==> config.mk <==
export PLATFORM = sky130hd
export DESIGN_NAME = drop_sequencer
export DESIGN_NICKNAME = d
export VERILOG_FILES = /design/src/rtl/drop_sequencer.sv
export SDC_FILE = /design/constraint.sdc
export NUM_CORES = 1
export LEC_CHECK = 0
export ABC_AREA = 1
export ABC_CLOCK_PERIOD_IN_PS = 2200
export CORE_MARGIN = 8
export CORE_UTILIZATION = 30
export CTS_BUF_LIST = sky130_fd_sc_hd__clkbuf_4 sky130_fd_sc_hd__clkbuf_8 sky130_fd_sc_hd__clkbuf_16
export DETAILED_ROUTE_END_ITERATION = 6
export GPL_TIMING_DRIVEN = 0
export MAX_ROUTING_LAYER = met4
export PLACE_DENSITY = 0.53
export SLEW_MARGIN = 20
export SYNTH_ARGS = -nofsm -noshare
export SYNTH_HDL_FRONTEND = slang
export SYNTH_SLANG_ARGS = --single-unit
==> constraint.sdc <==
create_clock -name clk -period 2.2 [get_ports clk]
set_input_delay 0.44 -clock clk [delete_from_list [all_inputs] [get_ports clk]]
set_output_delay 0.44 -clock clk [all_outputs]
set_load 0.005 [all_outputs]
==> src/rtl/drop_sequencer.sv <==
// drop_sequencer: per-channel confirmed drop pulse sequencer with seven-segment status display
// Ports:
//   clk, rst                 clock and synchronous active-high reset
//   t_act, t_lim             per-channel current time and limit, channel i at [i*W +: W]
//   drop_en, rearm           per-channel drop request and SPENT->COLD return
//   disp_sel                 channel shown on the displays (>= CH blanks them)
//   seven_seg1..4            active-high segments [6:0]=g..a, seg1 leftmost
//   drop_activated           per-channel registered drop pulse
//   busy                     any channel pulsing
//   drop_count               (DROP_COUNT_EN only) saturating count of DROP entries
module drop_sequencer #(
    parameter int W = 16,
    parameter int CH = 4,
    parameter int CONFIRM = 3,
    parameter int DROP_LEN = 8,
    localparam int SW = (CH > 1) ? $clog2(CH) : 1
) (
    input  logic            clk,
    input  logic            rst,
    input  logic [CH*W-1:0] t_act,
    input  logic [CH*W-1:0] t_lim,
    input  logic [CH-1:0]   drop_en,
    input  logic [CH-1:0]   rearm,
    input  logic [SW-1:0]   disp_sel,
    output logic [6:0]      seven_seg1,
    output logic [6:0]      seven_seg2,
    output logic [6:0]      seven_seg3,
    output logic [6:0]      seven_seg4,
    output logic [CH-1:0]   drop_activated,
`ifdef DROP_COUNT_EN
    output logic            busy,
    output logic [7:0]      drop_count
`else
    output logic            busy
`endif
);
    typedef enum logic [2:0] {COLD, CONFIRMING, DROP, SPENT, HOT} state_t;
    localparam logic [27:0] COLD_W = {7'b0111001, 7'b1011100, 7'b0111000, 7'b1011110};
    localparam logic [27:0] DROP_W = {7'b1011110, 7'b1010000, 7'b1011100, 7'b1110011};
    localparam logic [27:0] HOT_W  = {7'b0000000, 7'b1110110, 7'b1011100, 7'b1111000};
    localparam logic [27:0] DONE_W = {7'b1011110, 7'b1011100, 7'b1010100, 7'b1111001};
    localparam logic [7:0] CONF_LAST = 8'(CONFIRM - 1);
    localparam logic [7:0] LEN_LAST = 8'(DROP_LEN - 1);
    state_t st_q [CH];
    state_t st_d [CH];
    logic [7:0] cnt_q [CH];
    logic [7:0] cnt_d [CH];
    logic [CH-1:0] lt, gt;
    logic [27:0] disp_q, disp_d;
    for (genvar g = 0; g < CH; g++) begin : g_cmp
        assign lt[g] = t_act[g*W +: W] < t_lim[g*W +: W];
        assign gt[g] = t_act[g*W +: W] > t_lim[g*W +: W];
    end
    function automatic logic [27:0] word(input state_t s);
        return s == DROP ? DROP_W : s == HOT ? HOT_W : s == SPENT ? DONE_W : COLD_W;
    endfunction
    // One counter per channel: confirm count in CONFIRMING, pulse length in DROP.
    always_comb begin
        for (int i = 0; i < CH; i++) begin
            st_d[i] = st_q[i];
            cnt_d[i] = cnt_q[i];
            case (st_q[i])
                COLD: begin
                    if (lt[i] && drop_en[i]) begin
                        if (CONFIRM == 1) begin
                            st_d[i] = DROP;
                            cnt_d[i] = 8'd0;
                        end else begin
                            st_d[i] = CONFIRMING;
                            cnt_d[i] = 8'd1;
                        end
                    end else if (gt[i] && drop_en[i]) st_d[i] = HOT;
                end
                CONFIRMING: begin
                    if (lt[i] && drop_en[i]) begin
                        if (cnt_q[i] == CONF_LAST) begin
                            st_d[i] = DROP;
                            cnt_d[i] = 8'd0;
                        end else cnt_d[i] = cnt_q[i] + 8'd1;
                    end else begin
                        st_d[i] = COLD;
                        cnt_d[i] = 8'd0;
                    end
                end
                DROP: begin
                    if (cnt_q[i] == LEN_LAST) begin
                        st_d[i] = SPENT;
                        cnt_d[i] = 8'd0;
                    end else cnt_d[i] = cnt_q[i] + 8'd1;
                end
                SPENT: if (rearm[i]) st_d[i] = COLD;
                HOT: if (!drop_en[i] || !gt[i]) st_d[i] = COLD;
                default: st_d[i] = COLD;
            endcase
        end
        disp_d = (int'(disp_sel) < CH) ? word(st_q[disp_sel]) : 28'd0;
    end
    // Pulse is registered from the current state, so it starts the cycle after DROP is entered.
    always_ff @(posedge clk) begin
        if (rst) begin
            for (int i = 0; i < CH; i++) begin
                st_q[i] <= COLD;
                cnt_q[i] <= 8'd0;
            end
            drop_activated <= '0;
            disp_q <= COLD_W;
        end else begin
            for (int i = 0; i < CH; i++) begin
                st_q[i] <= st_d[i];
                cnt_q[i] <= cnt_d[i];
                drop_activated[i] <= st_q[i] == DROP;
            end
            disp_q <= disp_d;
        end
    end
    assign busy = |drop_activated;
    assign {seven_seg1, seven_seg2, seven_seg3, seven_seg4} = disp_q;
`ifdef DROP_COUNT_EN
    logic [4:0] n_enter;
    logic [8:0] cnt_sum;
    always_comb begin
        n_enter = 5'd0;
        for (int i = 0; i < CH; i++) n_enter = n_enter + 5'((st_d[i] == DROP) && (st_q[i] != DROP));
    end
    assign cnt_sum = {1'b0, drop_count} + {4'b0, n_enter};
    always_ff @(posedge clk) begin
        if (rst) drop_count <= 8'd0;
        else drop_count <= cnt_sum[8] ? 8'hff : cnt_sum[7:0];
    end
`endif
endmodule

==> results of run 1 <==
worst max-delay path by stage:
stage,from,cells past startpoint,endpoint,slack (ns)
5_1_grt,t_lim[57],15,st_q[3][1]$_SDFFE_PP0P_,-0.03
3_3_place_gp,t_lim[63],14,st_q[3][0]$_SDFFE_PP0P_,-0.43
2_1_floorplan,t_lim[63],12,st_q[3][0]$_SDFFE_PP0P_,0.31
6_report,t_act[55],13,st_q[3][1]$_SDFFE_PP0P_,0.1
4_1_cts,t_lim[63],13,st_q[3][2]$_SDFFE_PP0P_,0.002
3_5_place_dp,t_lim[63],14,st_q[3][1]$_SDFFE_PP0P_,-0.44
critical path, cell delays in order:
cell             delay [ns]
clkdlybuf4s50_1        0.51
ha_4                   0.22
a21o_1                 0.18
nor2_2                 0.09
nand2_2                0.07
nand2_4                0.11
nand3_4                0.14
nand2_4                0.12
nor2_4                 0.04
nor2_4                 0.20
nand3_2                0.10
nand2_2                0.07
nor2_1                 0.04
final cells by class:
class	count	area, um^2
fillers	1729	8680
flip-flops and latches	57	1140
well taps	225	282
inverters	171	647
multi-input cells	575	4020
clock inverters	7	80.1
repair buffers	179	1910
diodes	1	2.50
clock buffers	9	225
plain buffers	25	189
where the power goes:
part | internal (mW) | total (mW) | switching, mW
sequential | 1.21 | 1.41 | 0.206
combinational | 1.28 | 2.81 | 1.53
clock | 0.885 | 1.44 | 0.560
Yosys cell counts (all sizes together), types with 3 or more instances:
library cell	n
a21o	3
a21oi	64
buf	24
dfxtp	57
ha	72
inv	170
nand2	183
nand3	42
nand4	16
nor2	102
nor3	15
o211ai	7
o21ai	35
xor2	12
stage by stage:
step / instances / hold WS (ns) / power [mW]
3_5_place_dp: 1215 / 0.460 / 3.76
4_1_cts: 1233 / 0.468 / 5.28
6_report: 1249 / 0.466 / 5.66
3_3_place_gp: 1215 / 0.458 / 3.76
2_1_floorplan: 827 / 0.445 / 2.92
5_1_grt: 1249 / 0.494 / 6.12
logic make-up after synthesis:
kind of cell | count (synthesis) | share of synthesized area (%)
other | 2 | 0.143
and+or+nand+nor | 364 | 30.3
xor gates and xnor gates | 14 | 2.34
DFF | 57 | 21.7
adders and majority gates | 72 | 17.2
buffers and inverters | 196 | 15.8
AOI/OAI and AO/OA | 116 | 12.5
metal layers:
layer  wire length (um)  up-vias  global-route usage [%]
met2               7230      111                    20.8
met3                798        9                    3.74
met1               7190     2455                    16.6
met4                149        0                    4.08
li1                   -     2975                       -
met5                  0        -                       -
sequential cells by signal, summed over array words and instances, names as in the netlist:
name            flops
drop_activated      4
cnt_q              32
disp_q              9
st_q               12
timing repair:
| action | in CTS | in global routing |
|---|---|---|
| pin swaps | 3 | 75 |
| buffers inserted | 1 | 14 |
| gates resized for setup | 9 | 214 |
| endpoints found under the setup margin | 4 | 43 |
| gates cloned | 1 | 1 |
==> flow_summary.ini, run 1 <==
[power_and_ir_drop]
power.static_leakage_nw = 4.36
power_density_nw_per_um2 = 667
ir_worst_vdd_mv = 0.415

[job]
cap_violations = 0

[setup_path]
reg2reg_depth = 10
r2r_end = st_q[3][1]$_SDFFE_PP0P_
arrival_ns = 2.34
endpoint_kind = flop
start_kind = input pin
r2r_slack_ns = 0.48
cp_data_required_time_ns = 2.44
r2r-start = cnt_q[3][0]$_SDFFE_PP0P_
cp_max_fo = 6
worstSetupPathType = in2reg

[global_routing]
antenna_found_initial = 1
overflow = 0
grt_pass1_vias = 5095
grt_max_degree = 13
grt_pass1_wl_um = 23800
grt_usage_pct = 13.4

[placed_design]
post_dp_cell_area_um2 = 7180
gp_congestion = 0.776
portBuffers = 163
hpwl_um = 11600
pre_cts_ws_ns = -0.437

[cells_and_area]
final_common_cell = nand2_1
area_delta_synth_final_pct = 61.8
final_util_pct = 49.4
layout-drive-gt1-share_pct = 22.5
final_cell_mix = 150 x nand2_1, 136 x inv_1, 109 x clkdlybuf4s50_1
fin_nets = 1230
final_design_area_no_fill_um2 = 8490

[clock_tree]
cts_tree = yes
h-tree-depth = 3
clockBufferDepth = 2
numCtsBuffers = 9
cts-root-buf = clkbuf_16
cts_hold_buf = 0
cts.sinks = 57
path_clk_slew_ns = 0.06
clock_latency_ns = 0.34

[synth]
netlist_area_um2 = 5250
ys_types = 41
ys_seq_area_share_pct = 21.7
synth_top_area_share_pct = 21.7
synth-edff-count = 0
ys_async_sr_fraction_pct = 0
ys.flop_type = dfxtp_1
synthCells = 821
syn_area_per_cell_um2 = 6.39
ys_seq_elements = 57
synth_area_leaders = dfxtp_1 22%, ha_1 17%, nand2_1 13%, inv_1 12%, nor2_1 6.3%
yosys.area.top_type = dfxtp_1
yosys_warnings = 0

[timing]
finalCritPeriodShare_pct = 95.5
fin_ws_ns = 0.0989
worstMarginPinSlew_ns = 0.661
tns_ns = 0
skew_ns = 0.00629
final.min_clock_period_ns = 2.10
hold_violations = 0
maxSlewViolCount = 0
fmax_mhz = 476
slew_headroom_pct = 55.9
finalSetupViolations = 0

[floorplanning]
io-pin-count = 173
die_h_um = 148
coreArea_um2 = 17200
num_rows = 48
initial_utilization_pct = 30.6
die-area_um2 = 22000
die_x_um = 148

[worst_hold_path]
min_to = cnt_q[1][4]$_SDFFE_PP0P_
min_from = cnt_q[1][4]$_SDFFE_PP0P_
hp-class = reg2reg
hold_path_depth = 2

[routing]
via_per_inst = 4.44
drt_pass1_iterations = 4
drc = 0
via_count = 5550
drtAntennaViolNets = 0
dr.first_iter.drc_count = 209
routed_wirelength_um = 15400
wl_per_cell_um = 12.3

[status]
outcome = finished, final reports clean
Note: power is estimated with default switching activity, not from simulation.
==> inputs of run 2 (changes only) <==
Settings changed: SETUP_SLACK_MARGIN set to 0.4.
==> flow_summary.ini, run 2 (synthesis gave the netlist of run 1 again) <==
[cells_and_area]
fin_nets = 1236
area_delta_synth_final_pct = 64.7
layout.cells.non_filler = 1255
fillerInstances = 1718
largest_reg_flops = 32
seqCellArea_um2 = 1140
final_common_cell = nand2_1
layout-drive-gt1-share_pct = 46.8
top_register = cnt_q
multiInputGateArea_um2 = 4760
final_cell_mix = 125 x nand2_1, 101 x inv_1, 71 x nor2_1
final_design_area_no_fill_um2 = 8650
top_regs = cnt_q x32, st_q x12, disp_q x9

[routing]
via_count = 5634
drtAntennaViolNets = 0
dr.first_iter.drc_count = 211
drt_pass1_iterations = 4
via_per_inst = 4.49
routed_wirelength_um = 15800
wl_per_cell_um = 12.6
drc = 0

[placed_design]
post_dp_cell_area_um2 = 7320
dp_cells = 1215
hpwl_um = 11900
portBuffers = 163
gp_congestion = 0.788

[timing]
skew_ns = 0.00983
maxSlewViolCount = 0
worstMarginPinSlew_ns = 0.700
finalCritPeriodShare_pct = 81.8
slew_headroom_pct = 53.4
rsz0062_at_grt = yes
finalSetupViolations = 0
whs_ns = 0.477
hold_violations = 0
fmax_mhz = 556
final.min_clock_period_ns = 1.80

[worst_hold_path]
min_from = cnt_q[1][4]$_SDFFE_PP0P_
hp-class = reg2reg
hold_path_depth = 2
min_to = cnt_q[1][4]$_SDFFE_PP0P_

[setup_path]
worstSetupPathType = in2reg
critPathSlowestCell = ha_4
cp_max_fo = 6
max_stage_delay_ns = 0.26
r2r_slack_ns = 0.46
r2r_end = st_q[3][2]$_SDFFE_PP0P_
arrival_ns = 2.01
r2r-start = cnt_q[3][0]$_SDFFE_PP0P_
cpMostUsedCell = nand2_2
endpoint_kind = flop
start_kind = input pin
reg2reg_depth = 10
path_cells = buf_6 -> inv_4 -> ha_4 -> buf_6 -> nand2_2 -> nor2_2 -> nand4_1 -> o21ai_2 -> inv_1 -> nand3_2 -> nand2_2 -> nor2_4 -> nand3_2 -> nand2_2 -> nor2_1
cp_data_required_time_ns = 2.41

[clock_tree]
cts_tree = yes
h-tree-depth = 3
cts_hold_buf = 0
cts.sinks = 57
cts-root-buf = clkbuf_16
path_clk_slew_ns = 0.05
clockBufferDepth = 2
numCtsBuffers = 9
clock_latency_ns = 0.32

[floorplanning]
initial_utilization_pct = 30.6
coreArea_um2 = 17200
die_x_um = 148
io-pin-count = 173
die_h_um = 148
die-area_um2 = 22000
num_rows = 48

[global_routing]
grt_pass1_wl_um = 25600
grt_pass1_vias = 5412
grt_usage_pct = 14.4
grt_max_degree = 11
overflow = 0
antenna_found_initial = 1

[power_and_ir_drop]
ir_worst_vdd_mv = 0.457
power.static_leakage_nw = 4.05
power_density_nw_per_um2 = 675

[status]
outcome = finished, final reports clean

[job]
cap_violations = 0
[run 2: how the worst max path moves through the flow]
| stage | to | from | cells after the start | slack, ns |
|---|---|---|---|---|
| after floorplan | st_q[3][0]$_SDFFE_PP0P_ | t_lim[61] | 13 | 0.32 |
| after global placement | st_q[3][0]$_SDFFE_PP0P_ | t_lim[61] | 13 | -0.55 |
| after detailed placement | st_q[3][1]$_SDFFE_PP0P_ | t_lim[61] | 13 | -0.55 |
| after CTS | st_q[3][2]$_SDFFE_PP0P_ | t_lim[54] | 14 | 0.40 |
| after global routing | st_q[0][1]$_SDFFE_PP0P_ | t_lim[5] | 15 | 0.28 |
| final | st_q[0][1]$_SDFFE_PP0P_ | t_lim[5] | 15 | 0.40 |
[run 2: stage by stage]
step | setup TNS (ns) | utilization (%) | power (mW) | setup WS (ns)
floorplan | 0 | - | 2.98 | 0.318
global placement | -15.70 | 42.6 | 3.84 | -0.554
detailed placement | -15.97 | 42.6 | 3.84 | -0.549
CTS | 0 | 48.1 | 5.57 | 0.399
global route | 0 | 50.3 | 6.32 | 0.285
finish | 0 | 50.3 | 5.83 | 0.401
[run 2: cell type report]
class	count	area share (%)
clock inverter	3	0.174
inverter	171	7.83
multi-input combinational	576	55.1
buffer	25	2.19
sequential	57	13.2
clock buffer	13	3.10
tap	225	3.26
timing repair buffer	184	15.1
antenna	1	0.0289
[run 2: routing by layer]
layer  track usage, %  part of all wire [%]  vias to the layer above  wire (um)
met5                -                     0                        -          0
met4             2.45                  0.58                        0         91
met3             3.13                   3.7                        8        582
met2             24.5                    51                      105       7960
met1             17.2                    45                     2527       7120
li1                 -                     -                     2994          -
[run 2: critical path: cells and delay by family]
family                     cells  cell delay [ns]
buffers and inverters          4             0.27
and+or+nand+nor                9             0.82
adders and majority gates      1             0.26
AOI/OAI and AO/OA              1             0.22
[run 2: report_power, final]
part | switching [mW] | leakage (nW) | internal [mW] | total (mW)
sequential | 0.223 | 0.466 | 1.21 | 1.43
clock | 0.484 | 0.146 | 0.842 | 1.33
combinational | 1.69 | 3.44 | 1.39 | 3.08
[run 2: repair_timing]
action                     in CTS  in global routing
pin swaps                     169                172
buffers inserted               18                  2
setup endpoints to repair      45                 53
gates cloned                    3                  0
resized for setup             447                283
